**src/rtl/dmem_arbiter.sv**
```systemverilog
// dmem_arbiter: two-port arbiter/sequencer for the single-port data memory, with bounded lock.
// Define DMEM_ARB_ROUND_ROBIN_EN for round-robin contention; default build is fixed priority (port 0).
module dmem_arbiter #(
    parameter int ADDR     = 10,
    parameter int DATA     = 32,
    parameter int LOCK_MAX = 4
) (
    input  logic            clk,
    input  logic            rst_n,
    input  logic            m0_req,
    input  logic            m0_we,
    input  logic            m0_lock,
    input  logic [ADDR-1:0] m0_addr,
    input  logic [DATA-1:0] m0_wdata,
    input  logic            m1_req,
    input  logic            m1_we,
    input  logic            m1_lock,
    input  logic [ADDR-1:0] m1_addr,
    input  logic [DATA-1:0] m1_wdata,
    output logic            m0_gnt,
    output logic            m1_gnt,
    output logic            m0_rvalid,
    output logic            m1_rvalid,
    output logic [DATA-1:0] m0_rdata,
    output logic [DATA-1:0] m1_rdata,
    output logic            mem_wr_en,
    output logic [ADDR-1:0] mem_addr,
    output logic [DATA-1:0] mem_d_in,
    input  logic [DATA-1:0] mem_d_out
);

    localparam int CW = $clog2(LOCK_MAX + 1);
    localparam logic [CW-1:0] CNT_MAX = CW'(LOCK_MAX);

    typedef enum logic {S_IDLE, S_LOCKED} state_t;

    state_t          r_state;
    logic            r_last;
    logic            r_owner;
    logic [CW-1:0]   r_lock_cnt;
    logic            r_rd_vld;
    logic            r_rd_port;

    logic w_forced;
    logic w_locked;
    logic w_pick;
    logic w_gnt0;
    logic w_gnt1;
    logic w_any;
    logic w_port;
    logic w_we;
    logic w_lock;

    // A saturated lock behaves like IDLE, but the non-owner wins contention.
    always_comb begin
        w_forced = (r_state == S_LOCKED) && (r_lock_cnt == CNT_MAX);
        w_locked = (r_state == S_LOCKED) && !w_forced;
`ifdef DMEM_ARB_ROUND_ROBIN_EN
        w_pick = w_forced ? ~r_owner : ~r_last;
`else
        w_pick = w_forced ? ~r_owner : 1'b0;
`endif
        w_gnt0 = 1'b0;
        w_gnt1 = 1'b0;
        if (rst_n) begin
            if (w_locked) begin
                w_gnt0 = !r_owner && m0_req;
                w_gnt1 = r_owner && m1_req;
            end else if (m0_req && m1_req) begin
                w_gnt0 = !w_pick;
                w_gnt1 = w_pick;
            end else begin
                w_gnt0 = m0_req;
                w_gnt1 = m1_req;
            end
        end
        w_any  = w_gnt0 || w_gnt1;
        w_port = w_gnt1;
        w_we   = w_port ? m1_we : m0_we;
        w_lock = w_port ? m1_lock : m0_lock;
    end

    assign m0_gnt    = w_gnt0;
    assign m1_gnt    = w_gnt1;
    assign mem_wr_en = w_any && w_we;
    assign mem_addr  = w_gnt1 ? m1_addr : m0_addr;
    assign mem_d_in  = w_gnt1 ? m1_wdata : m0_wdata;

    assign m0_rvalid = r_rd_vld && !r_rd_port;
    assign m1_rvalid = r_rd_vld && r_rd_port;
    assign m0_rdata  = m0_rvalid ? mem_d_out : '0;
    assign m1_rdata  = m1_rvalid ? mem_d_out : '0;

    always_ff @(posedge clk or negedge rst_n) begin
        if (!rst_n) begin
            r_state    <= S_IDLE;
            r_last     <= 1'b1;
            r_owner    <= 1'b0;
            r_lock_cnt <= '0;
            r_rd_vld   <= 1'b0;
            r_rd_port  <= 1'b0;
        end else begin
            if (w_any) begin
                r_last    <= w_port;
                r_rd_vld  <= !w_we;
                r_rd_port <= w_port;
            end else begin
                r_rd_vld  <= 1'b0;
            end
            if (w_locked) begin
                if (w_any && w_lock) begin
                    r_lock_cnt <= r_lock_cnt + CW'(1);
                end else begin
                    r_state    <= S_IDLE;
                    r_lock_cnt <= '0;
                end
            end else if (w_any && w_lock) begin
                r_state    <= S_LOCKED;
                r_owner    <= w_port;
                r_lock_cnt <= CW'(1);
            end else begin
                r_state    <= S_IDLE;
                r_lock_cnt <= '0;
            end
        end
    end

endmodule
```
**config.mk**
```make
export PLATFORM = sky130hd
export DESIGN_NAME = dmem_arbiter
export DESIGN_NICKNAME = d
export VERILOG_FILES = /design/src/rtl/dmem_arbiter.sv
export SDC_FILE = /design/constraint.sdc
export NUM_CORES = 1
export LEC_CHECK = 0
export ABC_AREA = 1
export ABC_CLOCK_PERIOD_IN_PS = 2100
export CORE_AREA = 2 2 90 92
export DETAILED_ROUTE_END_ITERATION = 10
export DIE_AREA = 0 0 92 94
export PLACE_DENSITY = 0.81
export RECOVER_POWER = 100
export SYNTH_ARGS = -nofsm -noshare
export SYNTH_HDL_FRONTEND = slang
export SYNTH_SLANG_ARGS = --single-unit
```
**constraint.sdc**
```tcl
create_clock -name clk -period 2.1 [get_ports clk]
set_clock_uncertainty 0.15 [all_clocks]
set_input_delay 0.42 -clock clk [delete_from_list [all_inputs] [get_ports clk]]
set_output_delay 0.42 -clock clk [all_outputs]
set_load 0.02 [all_outputs]
```
==> qor.yml <==
drt_iter0_markers: 72
min_path_type: "reg2reg"
ys_warn_count: 0
timing.hold.ws_ps: 385
portBuffers: 234
post-route-period-util_pct: 112
hpwlAfterDp_um: 6460
drt_pass1_iterations: 4
clk_pin_slew_worst_paths_ps: 40
crit_chain: "inv_1 > ha_2 > nand2_4 > nand2_4 > nand3_4 > nand2_4 > bufbuf_16 > nand2_1 > nand2_1 > buf_2"
cts_tree: "yes"
synth.area.top_cells: "nand2_1 (38%), nor2_1 (18%), inv_1 (13%), dfrtp_1 (13%), buf_4 (2.7%)"
num-fill-cells: 780
yosysUniqueCellTypes: 20
synth_seq_cells: 7
clk_latency_ps: 240
fin_ws_ps: -257
grt_max_degree: 34
synth.top_cell.area_share_pct: 38.4
final_nets: 673
arrival_ps: 1790
slew_headroom_pct: 76.6
grt_pass1_wl_um: 11900
total_power_uw: 1300
avgSynthCellArea_um2: 4.61
wirelength_um: 7890
hold_violations: 0
leakage_uw: 0.00243
dieArea_um2: 8650
violations: "negative setup slack"
diodes: 0
p_seq_share_pct: 12.0
die_h_um: 94
period_needed_ps: 2360
grt_pass1_vias: 2623
p_switching_uw: 530
clk_path_buf_depth: 2
final_antenna_net_count: 0
placementRows: 32
ir_drop_mv: 0.168
drive_gt1_share_pct: 16.1
antenna_found_initial: 0
ios: 235
rsz0062_at_grt: "yes"
syn_area_um2: 1380
die_w_um: 92
core_um2: 7610
swShare_pct: 40.7
start_util_pct: 18.1
combPwrFrac_pct: 72.6
internal_power_uw: 772
power_frac_clock_pct: 15.4
critPathLaunchType: "flip-flop"
place_congestion: 0.777
path_common_cell: "nand2_4"
dr_total_vias: 2610
htree_levels: 1
area_growth_syn_to_layout_pct: 188
wl_per_cell_um: 12.2
crit_required_ps: 1530
root_buffer: "clkbuf_8"
powerDensity_nw_per_um2: 328
setup_viol: 45
run_status: "finished with violations"
grt_overflow: 0
cpPeakStageDelay_ps: 380
max-cap-violations: 0
worstMarginPinSlew_ps: 350
cts_sinks: 7
fmax_mhz: 424
cp_max_fo: 17
yosysSeqAreaShare_pct: 12.7
grtUsageTotal_pct: 17.2
syn_nets: 425
yosys.area.top_type: "nand2_1"
cts_buffers: 3
synth_cells: 299
remaining_drc_errors: 0
drv_slew: 0
path_class: "reg2out"
slowest_stage: "dfrtp_1"
vias_per_cell: 4.03
worstSetupEndpointType: "output pin"
timing repair:
item                       in CTS  in global routing
buffers inserted                3                  1
pin swaps                       3                  4
gates resized for setup       293                  8
hold endpoints to repair        0                  7
cloned                          3                  0
setup endpoints to repair     110                 46
hold buffers                    0                  1
routing by layer:
layer  part of all wire [%]  GRT usage [%]  vias up
li1                       -              -     1343
met1                     34           16.5     1099
met2                     54           34.4      151
met3                    8.9           4.17       17
met4                    3.2           7.71        0
met5                      0              0        -
worst max-delay path: cells and delay by family (launching register included):
kind                     cells  cell delay (ps)
buffers and inverters        3              520
adder cells (fa/ha/maj)      1              190
AND/OR/NAND/NOR              6              450
flip-flops                   1              380
cells by family (layout without fill, tap and decap cells):
kind of cell | count (synthesis) | after routing | synth area share (%)
simple gates | 219 | 219 | 63.0
buf+inv | 66 | 313 | 20.2
flops | 7 | 7 | 12.7
compound gates | 4 | 4 | 1.63
fa+ha+maj | 2 | 2 | 1.82
xor+xnor | 1 | 1 | 0.636
placed cells by master, fill, tap and decap left out, drive strengths merged:
cell type      netlist  final
clkdlybuf4s25        0      1
nand4                1      1
nand2              147    147
nor2                66     66
dfrtp                7      7
inv                 51     51
clkdlybuf4s50        0    120
dlygate4sd2          0     67
xnor2                1      1
a21oi                1      1
o211ai               1      1
ha                   2      2
dlymetal6s2s         0      1
bufbuf               0      2
clkbuf               6      5
o21ai                2      2
buf                  9     65
nand3                5      5
dlygate4sd3          0      1
sequential cells by signal (all words and copies together) (netlist names):
signal,count
r_lock_cnt,3
r_rd_port,1
r_state,1
r_rd_vld,1
r_owner,1
power groups by stage:
| stage | clock [uW] | combinational, uW | sequential (uW) |
|---|---|---|---|
| CTS | 209 | 949 | 156 |
| global route | 211 | 1020 | 158 |
| global placement | 0 | 956 | 157 |
| floorplan | 0 | 392 | 157 |
| detailed placement | 0 | 966 | 158 |
| finish | 201 | 946 | 156 |
through the flow:
stage	setup WS [ps]	utilization, %	TNS (ps)	cell area, um2	cells
2_1_floorplan	133	-	0	1380	299
3_3_place_gp	-713	51.6	-35620	3930	636
3_5_place_dp	-728	51.6	-36630	3930	636
4_1_cts	-268	51.7	-10590	3930	646
5_1_grt	-354	52.2	-14180	3970	648
6_report	-257	52.2	-9870	3970	648
cell usage after synthesis:
master / n
ha_1: 2
inv_1: 48
o21ai_0: 1
nand2_1: 141
nand3_4: 1
o211ai_1: 1
nand4_1: 1
nor2_1: 66
inv_2: 3
nand2_4: 2
nand3_1: 4
dfrtp_1: 7
nand2_2: 4
xnor2_1: 1
buf_6: 1
buf_2: 3
clkbuf_1: 6
a21oi_1: 1
buf_4: 5
o21ai_1: 1
final timing paths:
check,startpoint,end,slack [ps],cells after the start
max,r_lock_cnt[1]$_DFF_PN0_,mem_d_in[14],-260,10
max reg2reg,r_lock_cnt[1]$_DFF_PN0_,r_lock_cnt[1]$_DFF_PN0_,160,13
min in group asynchronous,rst_n,r_lock_cnt[1]$_DFF_PN0_,780,3
min reg2reg,r_lock_cnt[0]$_DFF_PN0_,r_lock_cnt[0]$_DFF_PN0_,390,2
min,r_lock_cnt[0]$_DFF_PN0_,r_lock_cnt[0]$_DFF_PN0_,390,2
max in group asynchronous,rst_n,r_state$_DFFE_PN0P_,760,3
area by class of cell:
type	instances	area, um2	area share (%)
Clock buffer	4	45.0	1.14
Inverter	51	196	4.95
Tap cell	102	128	3.22
Sequential cell	7	175	4.42
Timing Repair Buffer	258	2470	62.2
Multi-Input combinational cell	226	955	24.1
(Power assumes the default switching activity.)
